--- config.mk ---
export PLATFORM = sky130hd
export DESIGN_NAME = memory_access_unit
export DESIGN_NICKNAME = d
export VERILOG_FILES = /design/src/rtl/memory_access_unit.sv
export SDC_FILE = /design/constraint.sdc
export NUM_CORES = 1
export LEC_CHECK = 0
export ABC_AREA = 1
export BUFFER_PORTS_ARGS = -buffer_cell sky130_fd_sc_hd__buf_2
export CORE_AREA = 8 8 151 153
export DETAILED_ROUTE_END_ITERATION = 10
export DIE_AREA = 0 0 159 161
export PLACE_DENSITY = 0.69
export SLEW_MARGIN = 10
export SYNTH_ARGS = -nofsm -noshare
export SYNTH_HDL_FRONTEND = slang
export SYNTH_SLANG_ARGS = --single-unit
--- constraint.sdc ---
create_clock -name clk -period 2.95 [get_ports clk]
set_clock_uncertainty 0.15 [all_clocks]
set_input_delay 0.4425 -clock clk [delete_from_list [all_inputs] [get_ports clk]]
set_output_delay 0.4425 -clock clk [all_outputs]
set_load 0.02 [all_outputs]
--- src/rtl/memory_access_unit.sv ---
`default_nettype none
// ============================================================================
// Module      : memory_access_unit
// Description : Load/store lane steering. Builds bus address, size, byte
//               strobes and lane-aligned store data combinationally, captures
//               the raw bus read word and extracts/extends the load result.
//               Optional registered misalignment flag: MEM_MISALIGN_CHECK_EN.
// Revision    : 1.0 - initial release
// ============================================================================
module memory_access_unit (
    input  logic        clk,
    input  logic        rst,
    input  logic [63:0] address_req,
    input  logic [63:0] data_in,
    input  logic [2:0]  mem_mode,
    output logic [63:0] addr,
    output logic [2:0]  msize,
    output logic [7:0]  strobe,
    output logic [63:0] data,
    input  logic        resp_valid,
    input  logic [63:0] resp_data,
    output logic [63:0] load_data,
    output logic        misaligned
);

    localparam logic [2:0] c_MODE_SB = 3'b000;
    localparam logic [2:0] c_MODE_SH = 3'b001;
    localparam logic [2:0] c_MODE_SW = 3'b010;
    localparam logic [2:0] c_MODE_UB = 3'b100;
    localparam logic [2:0] c_MODE_UH = 3'b101;
    localparam logic [2:0] c_MODE_UW = 3'b110;

    logic [2:0]  w_off;
    logic [5:0]  w_shamt;
    logic [7:0]  w_base_mask;
    logic [15:0] w_strobe_wide;
    logic [63:0] w_shifted;
    logic [63:0] r_capture;

    assign w_off   = address_req[2:0];
    assign w_shamt = {w_off, 3'b000};

    // Request path: purely combinational, also during reset
    assign addr  = address_req;
    assign msize = {1'b0, mem_mode[1:0]};

    always_comb begin
        w_base_mask = 8'hFF;
        case (mem_mode[1:0])
            2'd0:    w_base_mask = 8'h01;
            2'd1:    w_base_mask = 8'h03;
            2'd2:    w_base_mask = 8'h0F;
            default: w_base_mask = 8'hFF;
        endcase
    end

    // Widened shift so lanes pushed past byte 7 fall off cleanly
    assign w_strobe_wide = {8'h00, w_base_mask} << w_off;
    assign strobe        = w_strobe_wide[7:0];
    assign data          = data_in << w_shamt;

    always_ff @(posedge clk) begin
        if (!rst) begin
            r_capture <= 64'd0;
        end else if (resp_valid) begin
            r_capture <= resp_data;
        end
    end

    assign w_shifted = r_capture >> w_shamt;

    always_comb begin
        load_data = w_shifted;
        case (mem_mode)
            c_MODE_SB: load_data = {{56{w_shifted[7]}},  w_shifted[7:0]};
            c_MODE_SH: load_data = {{48{w_shifted[15]}}, w_shifted[15:0]};
            c_MODE_SW: load_data = {{32{w_shifted[31]}}, w_shifted[31:0]};
            c_MODE_UB: load_data = {56'd0, w_shifted[7:0]};
            c_MODE_UH: load_data = {48'd0, w_shifted[15:0]};
            c_MODE_UW: load_data = {32'd0, w_shifted[31:0]};
            default:   load_data = w_shifted;
        endcase
    end

`ifdef MEM_MISALIGN_CHECK_EN
    logic w_misalign_next;
    logic r_misaligned;

    always_comb begin
        w_misalign_next = 1'b0;
        case (mem_mode[1:0])
            2'd1:    w_misalign_next = w_off[0];
            2'd2:    w_misalign_next = |w_off[1:0];
            2'd3:    w_misalign_next = |w_off;
            default: w_misalign_next = 1'b0;
        endcase
    end

    always_ff @(posedge clk) begin
        if (!rst) begin
            r_misaligned <= 1'b0;
        end else begin
            r_misaligned <= w_misalign_next;
        end
    end

    // Masked so the flag reads 0 for the whole reset window, not just after the edge
    assign misaligned = r_misaligned & rst;
`else
    assign misaligned = 1'b0;
`endif

endmodule
`default_nettype wire

# Word level (Yosys, flattened, before mapping)
# Index checks and enable logic that the tools add are counted.
dict set report totals {
  reg_bits 64
  input_bits 198
  out_inout_bits 204
  wordCells 15
}
dict set report classes {
  n_eq_ne 7
  shift 3
  muxes 2
  reduce_logical 2
}
# operator n
set op_table {}
lappend op_table {{$pmux W64 S6} 1}
lappend op_table {{$shl A64 B6 Y64} 1}
lappend op_table {{$shr A64 B6 Y64} 1}
lappend op_table {{$pmux W8 S3} 1}
lappend op_table {{$eq A3 B3 Y1 const B} 3}
lappend op_table {{$shl A8 B3 Y8} 1}
lappend op_table {{$eq A3 B1 Y1 const B} 1}
lappend op_table {{$eq A3 B2 Y1 const B} 1}
lappend op_table {{$logic_not A3 Y1} 1}
lappend op_table {{$eq A2 B1 Y1 const B} 1}
lappend op_table {{$eq A2 B2 Y1 const B} 1}
lappend op_table {{$logic_not A2 Y1} 1}

# Depth between registers and ports, before layout
# Gate-level depths: netlist of run 1.
dict set report depth {
  word_depth 3
  depth_mapped 11
  depth_no_buf 9
}

# Worst setup path after synthesis of run 1
# Ideal clock, no wire load.
dict set report synth_timing {
  path_type {input port to output port}
  from {input address_req[1]}
  to {output data[56]}
  arrival_time_ns 1.788
  t_required_ns 2.358
  slack_ns 0.569
  stages 6
  path_buffers 3
  path_cell_list {buf_2 inv_2 buf_2 clkbuf_1 o21ai_0 o21ai_0}
}
dict set report synth_between {
  elab_chain_len 1
}
# item line
set synth_rtl {}
lappend synth_rtl {{start, declared} 13} ;# input logic [63:0] address_req,
lappend synth_rtl {{$shl A64 B6 Y64} 60} ;# assign data = data_in << w_shamt;
lappend synth_rtl {{end, declared} 19} ;# output logic [63:0] data,
# No other way between the ends.

# Final worst setup path of run 1
dict set report layout_timing {
  from {input address_req[0]}
  to {output load_data[16]}
}
dict set report layout_between {
  elab_chain_len 2
}
# item line
set layout_rtl {}
lappend layout_rtl {{$shr A64 B6 Y64} 70} ;# assign w_shifted = r_capture >> w_shamt;
lappend layout_rtl {{$pmux W64 S6} 74} ;# case (mem_mode)
lappend layout_rtl {{end, declared} 22} ;# output logic [63:0] load_data,
# No other way between the ends.

==> out/results.tsv, run 1 <==
metric	value	unit
yosys_warnings	0	
vias_per_cell	5.29	
fmax	388	MHz
drc_errors	0	
irDropWorstVdd	0.319	mV
postCtsSetupBuffers	0	
post_drt_wl_per_cell	19.1	um
n_fill_cell	2409	
die_h	161	um
numCtsBuffers	9	
cts_root_buf	clkbuf_16	
hold_path.class	primary input to flip-flop	
cts.sinks	64	
final_util	38.8	%
synth-seq-cells	64	
nets	1532	
grt_pass1_wl	47.2	mm
slew_headroom	62.2	%
antenna_left	0	
worstSetupStartpointType	primary input	
initial_core_util	32.1	%
hp-start	resp_data[13]	
wl_met2	15.8	mm
largest_register_ffs	64	
cp.required	2.36	ns
timing.rr.start	r_capture[56]	
critPathArrivalTime	1.99	ns
worstSetupStartpoint	address_req[0]	
setup.worst_path.end_class	output port	
clk_pin_slew_worst_paths	0.06	ns
grtUsageTotal	23.0	%
min_period	2.58	ns
rsz0062_at_grt	false	
syn_inst	1183	
dieArea	25600	um^2
synth.distinct_cells	26	
cap_viol_max_count	0	
largest_register	r_capture	
htree_levels	3	
grt_overflow	0	
synthesis.area	6600	um^2
cts.repair.resized	0	
syn2layout_area_growth	20.9	%
slew_violations	0	
p_leak	4.23	nW
powerDensity	430	nW/um^2
fp.coreArea	20600	um^2
die_w	159	um
met1_length	11.2	mm
first_pass_iters	9	
worst_slew_pin_slew	0.566	ns
layout-drive-gt1-share	24.9	%
finalWirelength	30.9	mm
crit_type	primary input to output port	
hold_violations	0	
setup_tns	0	ns
highest_layer	met4	
fp-row-count	53	
finalCritPeriodShare	87.4	%
dpl.hpwl	24.3	mm
via_count	8545	
syn_avg_cell_area	5.58	um^2
routed-wl-met3	2.40	mm
grt_pass1_vias	8439	
portBuffers	277	
final_common_cell	nand2_1	
gp_congestion	0.961	
pin_count	402	
finalSetupViolCount	0	
status	finished, final reports clean	
layout_common_cells	nand2_1, buf_2, o21ai_0	
dr.first_iter.drc_count	805	
grt_max_degree	74	
antenna_found_initial	1	
clkLatencyLatePin	0.34	ns
clk_path_buf_depth	2	
cts-hold-fix-buffers	0	
yosysSeqAreaShare	19.4	%
worstPathMaxFanout	52	
top_regs	r_capture (64)	
tritoncts	done	
metrics by stage:
step                hold slack, ns  power [mW]  worst slack, ns  instance area (um^2)  std cells
floorplan                    0.286        1.90            0.569                  6610       1184
CTS                          0.167        3.45            0.380                  7980       1614
detailed placement           0.304        2.26            0.374                  7650       1598
global route                 0.186        3.61            0.194                  7980       1614
finish                       0.173        3.44            0.371                  7980       1615
global placement             0.303        2.26            0.361                  7650       1598
cells by family (layout without fill, tap and decap cells):
logic type             after synthesis  in the layout  share of synthesized area, %
buffers and inverters              225            380                          18.3
AO/OA/AOI/OAI                      247            247                          19.5
multiplexers                        23             23                          3.49
flip-flops                          64             64                          19.4
other                                1              3                        0.0568
AND/OR/NAND/NOR                    623            623                          39.3
critical path, cell delays in order:
cell and delay [ns]:
buf_4 0.22, inv_2 0.14, buf_12 0.20, o21ai_0 0.26
o21ai_0 0.12, o21ai_0 0.29, nand2_1 0.10, buf_2 0.18
cells in the mapped netlist:
master / number / area share, %
nor2_1: 135 / 7.7
buf_6: 6 / 1.0
buf_2: 32 / 2.4
nand4_1: 32 / 3.0
nand3_1: 121 / 9.2
dfxtp_1: 64 / 19
o211ai_1: 13 / 1.5
inv_2: 3 / 0.17
o22ai_1: 9 / 0.85
and2_1: 2 / 0.19
o21a_1: 3 / 0.34
or2_2: 3 / 0.28
o21ai_1: 8 / 0.61
buf_1: 11 / 0.63
a21oi_1: 37 / 2.8
inv_1: 52 / 3.0
buf_4: 74 / 8.4
nand2_1: 327 / 19
clkbuf_1: 45 / 2.6
nor2_4: 1 / 0.17
o21ai_0: 177 / 13
clkinv_1: 2 / 0.11
mux2i_1: 23 / 3.5
conb_1: 1 / 0.057
nor3_1: 1 / 0.076
nor2_2: 1 / 0.095
power by group:
part	internal [mW]	switching, mW	leakage (nW)
Combinational	0.414	0.864	3.54
Sequential	0.926	0.0461	0.532
Clock	0.748	0.437	0.157
Total	2.09	1.35	4.23
area by class of cell:
class / instances / area (um^2) / area share, %
multi-input cells: 895 / 4120 / 51.6
flip-flops and latches: 64 / 1280 / 16.1
repair buffers: 307 / 1690 / 21.2
clock inverters: 7 / 103 / 1.29
clock buffers: 9 / 225 / 2.82
well taps: 275 / 344 / 4.31
inverters: 57 / 215 / 2.70
diodes: 1 / 2.50 / 0.0314
worst paths after layout:
kind | to | slack [ns] | depth (start not counted)
min | r_capture[13] | 0.17 | 3
min reg2reg | r_capture[49] | 0.31 | 2
max reg2reg | r_capture[56] | 2.03 | 2
max | load_data[16] | 0.37 | 8
layer usage:
metal	vias up	track usage, %
met2	403	42.4
li1	4139	-
met4	0	11.5
met5	-	0
met1	3902	24.5
met3	101	4.91
Power figures use the tool's default switching activity.
==> inputs of run 2 (changes only) <==
--- a/config.mk
+++ b/config.mk
@@ -7,10 +7,10 @@
 export LEC_CHECK = 0
 export ABC_AREA = 1
 export BUFFER_PORTS_ARGS = -buffer_cell sky130_fd_sc_hd__buf_2
-export CORE_AREA = 8 8 151 153
+export CORE_AREA = 8 8 150 152
 export DETAILED_ROUTE_END_ITERATION = 10
-export DIE_AREA = 0 0 159 161
-export PLACE_DENSITY = 0.69
+export DIE_AREA = 0 0 158 160
+export PLACE_DENSITY = 0.7
 export SLEW_MARGIN = 10
 export SYNTH_ARGS = -nofsm -noshare
 export SYNTH_HDL_FRONTEND = slang
==> run 2 against run 1 <==
Effect of this change:
- die area is 1.2% lower
- clock-buffer cell count is 2 higher
- flip-flop and latch count stayed put
- final area is 0.19% higher
- total power is 1.4% lower
- clock power is 5% lower
- cell count hardly changed
- sequential share of layout area hardly changed
- combinational power hardly changed
- core utilization is 1.1 points higher
- sequential power hardly changed
- critical path depth is 1 lower
- largest cell class unchanged
- highest routed layer is now met5
==> out/results.tsv, run 2 (synthesized netlist as in run 1, its figures left out) <==
metric	value	unit
hold_path.class	primary input to flip-flop	
dr.first_iter.drc_count	861	
grt_overflow	0	
syn2layout_area_growth	21.1	%
worstSetupStartpointType	primary input	
fp.coreArea	20000	um^2
pin_count	402	
htree_levels	3	
nets	1532	
dp_slack	0.345	ns
r2r_setup_slack	2.04	ns
use_met3	5.26	%
min_period	2.61	ns
rsz0062_at_grt	false	
fmax	383	MHz
drc_errors	0	
worst_slew_pin_slew	0.656	ns
layout-drive-gt1-share	24.8	%
hold_violations	0	
hold_end	r_capture[13]	
worstPathMaxFanout	27	
irDropWorstVdd	0.327	mV
instances_no_fill	1614	
grt_busiest_layer	met2	
clk_pin_slew_worst_paths	0.05	ns
via_count	8585	
vias_per_cell	5.32	
gp_congestion	0.971	
cap_viol_max_count	0	
cts-hold-fix-buffers	0	
finalWirelength	31.3	mm
status	finished, final reports clean	
slew_violations	0	
initial_core_util	33.0	%
clk_path_buf_depth	2	
dieArea	25300	um^2
max_stage_delay	0.39	ns
top_regs	r_capture (64)	
cts.sinks	64	
cts.repair.resized	0	
worstReg2RegEnd	r_capture[56]	
setup_tns	0	ns
n_fill_cell	2298	
critPathArrivalTime	2.02	ns
first_pass_iters	7	
p_total	3.39	mW
crit_top_cell	o21ai_0	
grt_max_degree	70	
layout_common_cells	nand2_1, buf_2, o21ai_0	
p_leak	4.23	nW
postCtsSetupBuffers	0	
r2r.worst_path.cells	2	
dpl.hpwl	24.4	mm
largest_register	r_capture	
slew_headroom	56.2	%
crit_type	primary input to output port	
fp-row-count	52	
post_drt_wl_per_cell	19.4	um
portBuffers	277	
tritoncts	done	
timing.final.ws_setup	0.338	ns
grt_use_met1	25.3	%
antenna_left	0	
numCtsBuffers	9	
final_common_cell	nand2_1	
die_w	158	um
dp.cells	1593	
setup.worst_path.end_class	output port	
grtUsageTotal	23.9	%
largest_register_ffs	64	
grt_pass1_vias	8387	
critical_path.slowest_cell	o21ai_0	
clkLatencyLatePin	0.33	ns
hp-start	resp_data[13]	
cp_cell_sequence	buf_4 > buf_12 > buf_4 > o21ai_0 > o21ai_0 > o21ai_0 > buf_2	
finalSetupViolCount	0	
whs_path_depth	3	
finalCritPeriodShare	88.5	%
grtUsageMet2	42.8	%
cp.required	2.36	ns
timing.rr.start	r_capture[56]	
grt_pass1_wl	46.9	mm
powerDensity	424	nW/um^2
die_h	160	um
cts_root_buf	clkbuf_16	
antenna_found_initial	6	
==> run 2: critical path, delay by kind of cell <==
family	cells	cell delay, ns
AO/OA/AOI/OAI	3	0.77
buffers and inverters	4	0.78
==> run 2: worst max-delay path by stage <==
stage          slack [ns]  cells past startpoint             to            from
3_3_place_gp         0.36                      9  load_data[11]  address_req[1]
4_1_cts              0.34                      9   load_data[9]  address_req[1]
5_1_grt              0.20                      9  load_data[46]  address_req[1]
6_report             0.34                      7       data[60]  address_req[0]
2_1_floorplan        0.57                      6       data[56]  address_req[1]
3_5_place_dp         0.34                      9  load_data[42]  address_req[1]
==> run 2: cell type report <==
| cell class | count | area [um^2] | area share, % |
|---|---|---|---|
| well taps | 270 | 338 | 4.22 |
| diodes | 5 | 12.5 | 0.156 |
| clock inverters | 5 | 81.3 | 1.02 |
| inverters | 57 | 215 | 2.69 |
| repair buffers | 307 | 1710 | 21.4 |
| flip-flops and latches | 64 | 1280 | 16.0 |
| multi-input cells | 895 | 4120 | 51.5 |
| clock buffers | 11 | 233 | 2.91 |
==> run 2: power breakdown <==
| part | switching [mW] | total, mW | internal, mW |
|---|---|---|---|
| clock | 0.393 | 1.13 | 0.739 |
| combinational | 0.866 | 1.28 | 0.418 |
| sequential | 0.0454 | 0.972 | 0.927 |
| total | 1.30 | 3.39 | 2.08 |
==> run 2: metrics by stage <==
| stage | util (%) | hold slack (ns) | area (um^2) |
|---|---|---|---|
| floorplan | - | 0.286 | 6610 |
| global placement | 38.3 | 0.302 | 7670 |
| detailed placement | 38.3 | 0.304 | 7670 |
| CTS | 39.8 | 0.171 | 7980 |
| global route | 39.9 | 0.187 | 8000 |
| finish | 39.9 | 0.178 | 8000 |
==> run 2: metal layers <==
metal  vias to the layer above  part of all wire [%]
li1                       4138                     -
met1                      3954                    36
met2                       385                    51
met3                       106                   7.5
met4                         2                   4.8
met5                         -                 0.035
==> inputs of run 3 (changes only) <==
--- a/config.mk
+++ b/config.mk
@@ -5,12 +5,11 @@
 export SDC_FILE = /design/constraint.sdc
 export NUM_CORES = 1
 export LEC_CHECK = 0
-export ABC_AREA = 1
 export BUFFER_PORTS_ARGS = -buffer_cell sky130_fd_sc_hd__buf_2
 export CORE_AREA = 8 8 150 152
 export DETAILED_ROUTE_END_ITERATION = 10
 export DIE_AREA = 0 0 158 160
-export PLACE_DENSITY = 0.7
+export PLACE_DENSITY_LB_ADDON = 0.1
 export SLEW_MARGIN = 10
 export SYNTH_ARGS = -nofsm -noshare
 export SYNTH_HDL_FRONTEND = slang
==> run 3 against run 2 <==
Effect of this change:
- critical path type is now flip-flop to output port
- area after synthesis rose by 11%
- combinational power barely moved
- sequential share of layout area fell by 1.5 points
- register-to-register slack got worse by 0.04 ns
- critical path depth fell by 1
- clock-buffer cell count fell by 1
- largest power group unchanged
- cell count fell by 18%
- highest routed layer unchanged
- via count fell by 19%
- flip-flop and latch count did not move
- synthesized cell count fell by 27%
- sequential power rose by 1%
- maximum frequency fell by 7.3%
==> out/results.tsv, run 3 <==
metric	value	unit
status	finished, final reports clean	
r2r_setup_slack	2.00	ns
synth_edf_count	0	
cts_root_buf	clkbuf_16	
yosysSeqAreaShare	17.5	%
cts.sinks	64	
setup_tns	0	ns
clk_path_buf_depth	2	
htree_levels	3	
largest_register	r_capture	
irDropWorstVdd	0.217	mV
rsz0062_at_grt	false	
cp.required	2.36	ns
syn_inst	863	
finalSetupViolCount	0	
syn2layout_area_growth	20.7	%
worst_slew_pin_slew	0.994	ns
syn_avg_cell_area	8.49	um^2
setup.worst_path.end_class	output port	
async_reset_ff_share	0	%
synth-seq-cells	64	
fmax	355	MHz
synth_area_leaders	mux2i_1, dfxtp_1, buf_4, mux4_2, nor2b_1	
cts-hold-fix-buffers	0	
grt_max_degree	70	
dieArea	25300	um^2
synth_common_cells	mux2i_1, buf_4, nor2b_1, dfxtp_1, nor2_1	
cap_viol_max_count	0	
first_pass_iters	5	
slew_violations	0	
fp.coreArea	20000	um^2
die_w	158	um
hold_path.class	primary input to flip-flop	
hold_ws	0.217	ns
critical_path.slowest_cell	o211ai_4	
postCtsSetupBuffers	0	
clkLatencyLatePin	0.33	ns
p_total	3.44	mW
numCtsBuffers	9	
post_drt_wl_per_cell	21.5	um
n_fill_cell	2100	
fp-row-count	52	
yosysMostFrequentCell	mux2i_1	
final_util	44.1	%
synth_top_area_cell	mux2i_1	
powerDensity	389	nW/um^2
cp_cell_sequence	mux2_1 > o2bb2ai_1 > o211ai_4 > buf_12 > nand4_1 > buf_2	
critPathArrivalTime	2.23	ns
drc_errors	0	
finalCritPeriodShare	95.6	%
grt_overflow	0	
synth-main-ff-cell	dfxtp_1	
largest_register_ffs	64	
layout_common_cells	buf_2, mux2i_1, nor2b_1	
via_count	6971	
antenna_left	0	
clk_pin_slew_worst_paths	0.06	ns
hold_violations	0	
synth.distinct_cells	44	
initial_core_util	36.5	%
antenna_found_initial	4	
yosys_warnings	0	
worstSetupStartpointType	flip-flop	
portBuffers	277	
vias_per_cell	5.29	
nets	1239	
gp_congestion	0.890	
final_common_cell	buf_2	
dpl.hpwl	22.5	mm
slew_headroom	33.7	%
worstPathMaxFanout	22	
cts.repair.resized	0	
synthesis.area	7320	um^2
grt_pass1_vias	7257	
layout-drive-gt1-share	38.1	%
synth_top_cell_area_share	25.6	%
dr.first_iter.drc_count	370	
finalWirelength	28.4	mm
tritoncts	done	
pin_count	402	
grtUsageTotal	21.6	%
crit_type	flip-flop to output port	
p_leak	4.40	nW
min_period	2.82	ns
max_stage_delay	0.51	ns
top_regs	r_capture (64)	
grt_pass1_wl	42.8	mm
die_h	160	um
## run 3: stage by stage
step | instance area [um^2] | instances | worst slack (ns)
after floorplan | 7330 | 864 | 0.474
after global placement | 8500 | 1300 | 0.162
after detailed placement | 8500 | 1300 | 0.167
after CTS | 8830 | 1316 | 0.125
after global routing | 8840 | 1319 | 0.0214
final | 8840 | 1319 | 0.131
## run 3: layout make-up
type / count / area, um^2 / area share, %
Timing Repair Buffer: 322 / 1870 / 21.1
Sequential cell: 64 / 1280 / 14.5
Clock inverter: 6 / 92.6 / 1.05
Tap cell: 270 / 338 / 3.82
Multi-Input combinational cell: 644 / 5010 / 56.7
Clock buffer: 10 / 239 / 2.70
Antenna cell: 3 / 7.51 / 0.0849
## run 3: logic make-up (layout without fill, tap and decap cells)
| group | after synthesis | in the layout | share of synthesized area (%) |
|---|---|---|---|
| buf+inv | 156 | 338 | 14.4 |
| other cells | 1 | 5 | 0.0512 |
| flops | 64 | 64 | 17.5 |
| simple gates | 257 | 257 | 17.9 |
| mux | 243 | 243 | 37.6 |
| compound gates | 142 | 142 | 12.6 |
## run 3: worst max-delay path, delay by kind of cell, from the launching register on
kind                   cells  cell delay [ns]
and+or+nand+nor            1             0.12
DFF                        1             0.36
buffers and inverters      2             0.41
muxes                      1             0.29
AOI/OAI and AO/OA          2             0.70
## run 3: power by group
part | switching, mW | internal, mW
sequential | 0.0651 | 0.917
combinational | 0.741 | 0.530
clock | 0.418 | 0.765
total | 1.22 | 2.21
## run 3: path summary, 6_finish.rpt
kind | from | depth (start not counted) | end
max | r_capture[23] | 6 | load_data[62]
min | resp_data[35] | 3 | r_capture[35]
max reg2reg | r_capture[55] | 2 | r_capture[55]
min reg2reg | r_capture[1] | 2 | r_capture[1]
## run 3: routing by layer
layer  share of wire [%]  track usage [%]
met5               0.046                0
met2                  52             39.3
met1                  39             23.6
met4                 2.8             9.09
met3                 6.6             4.75
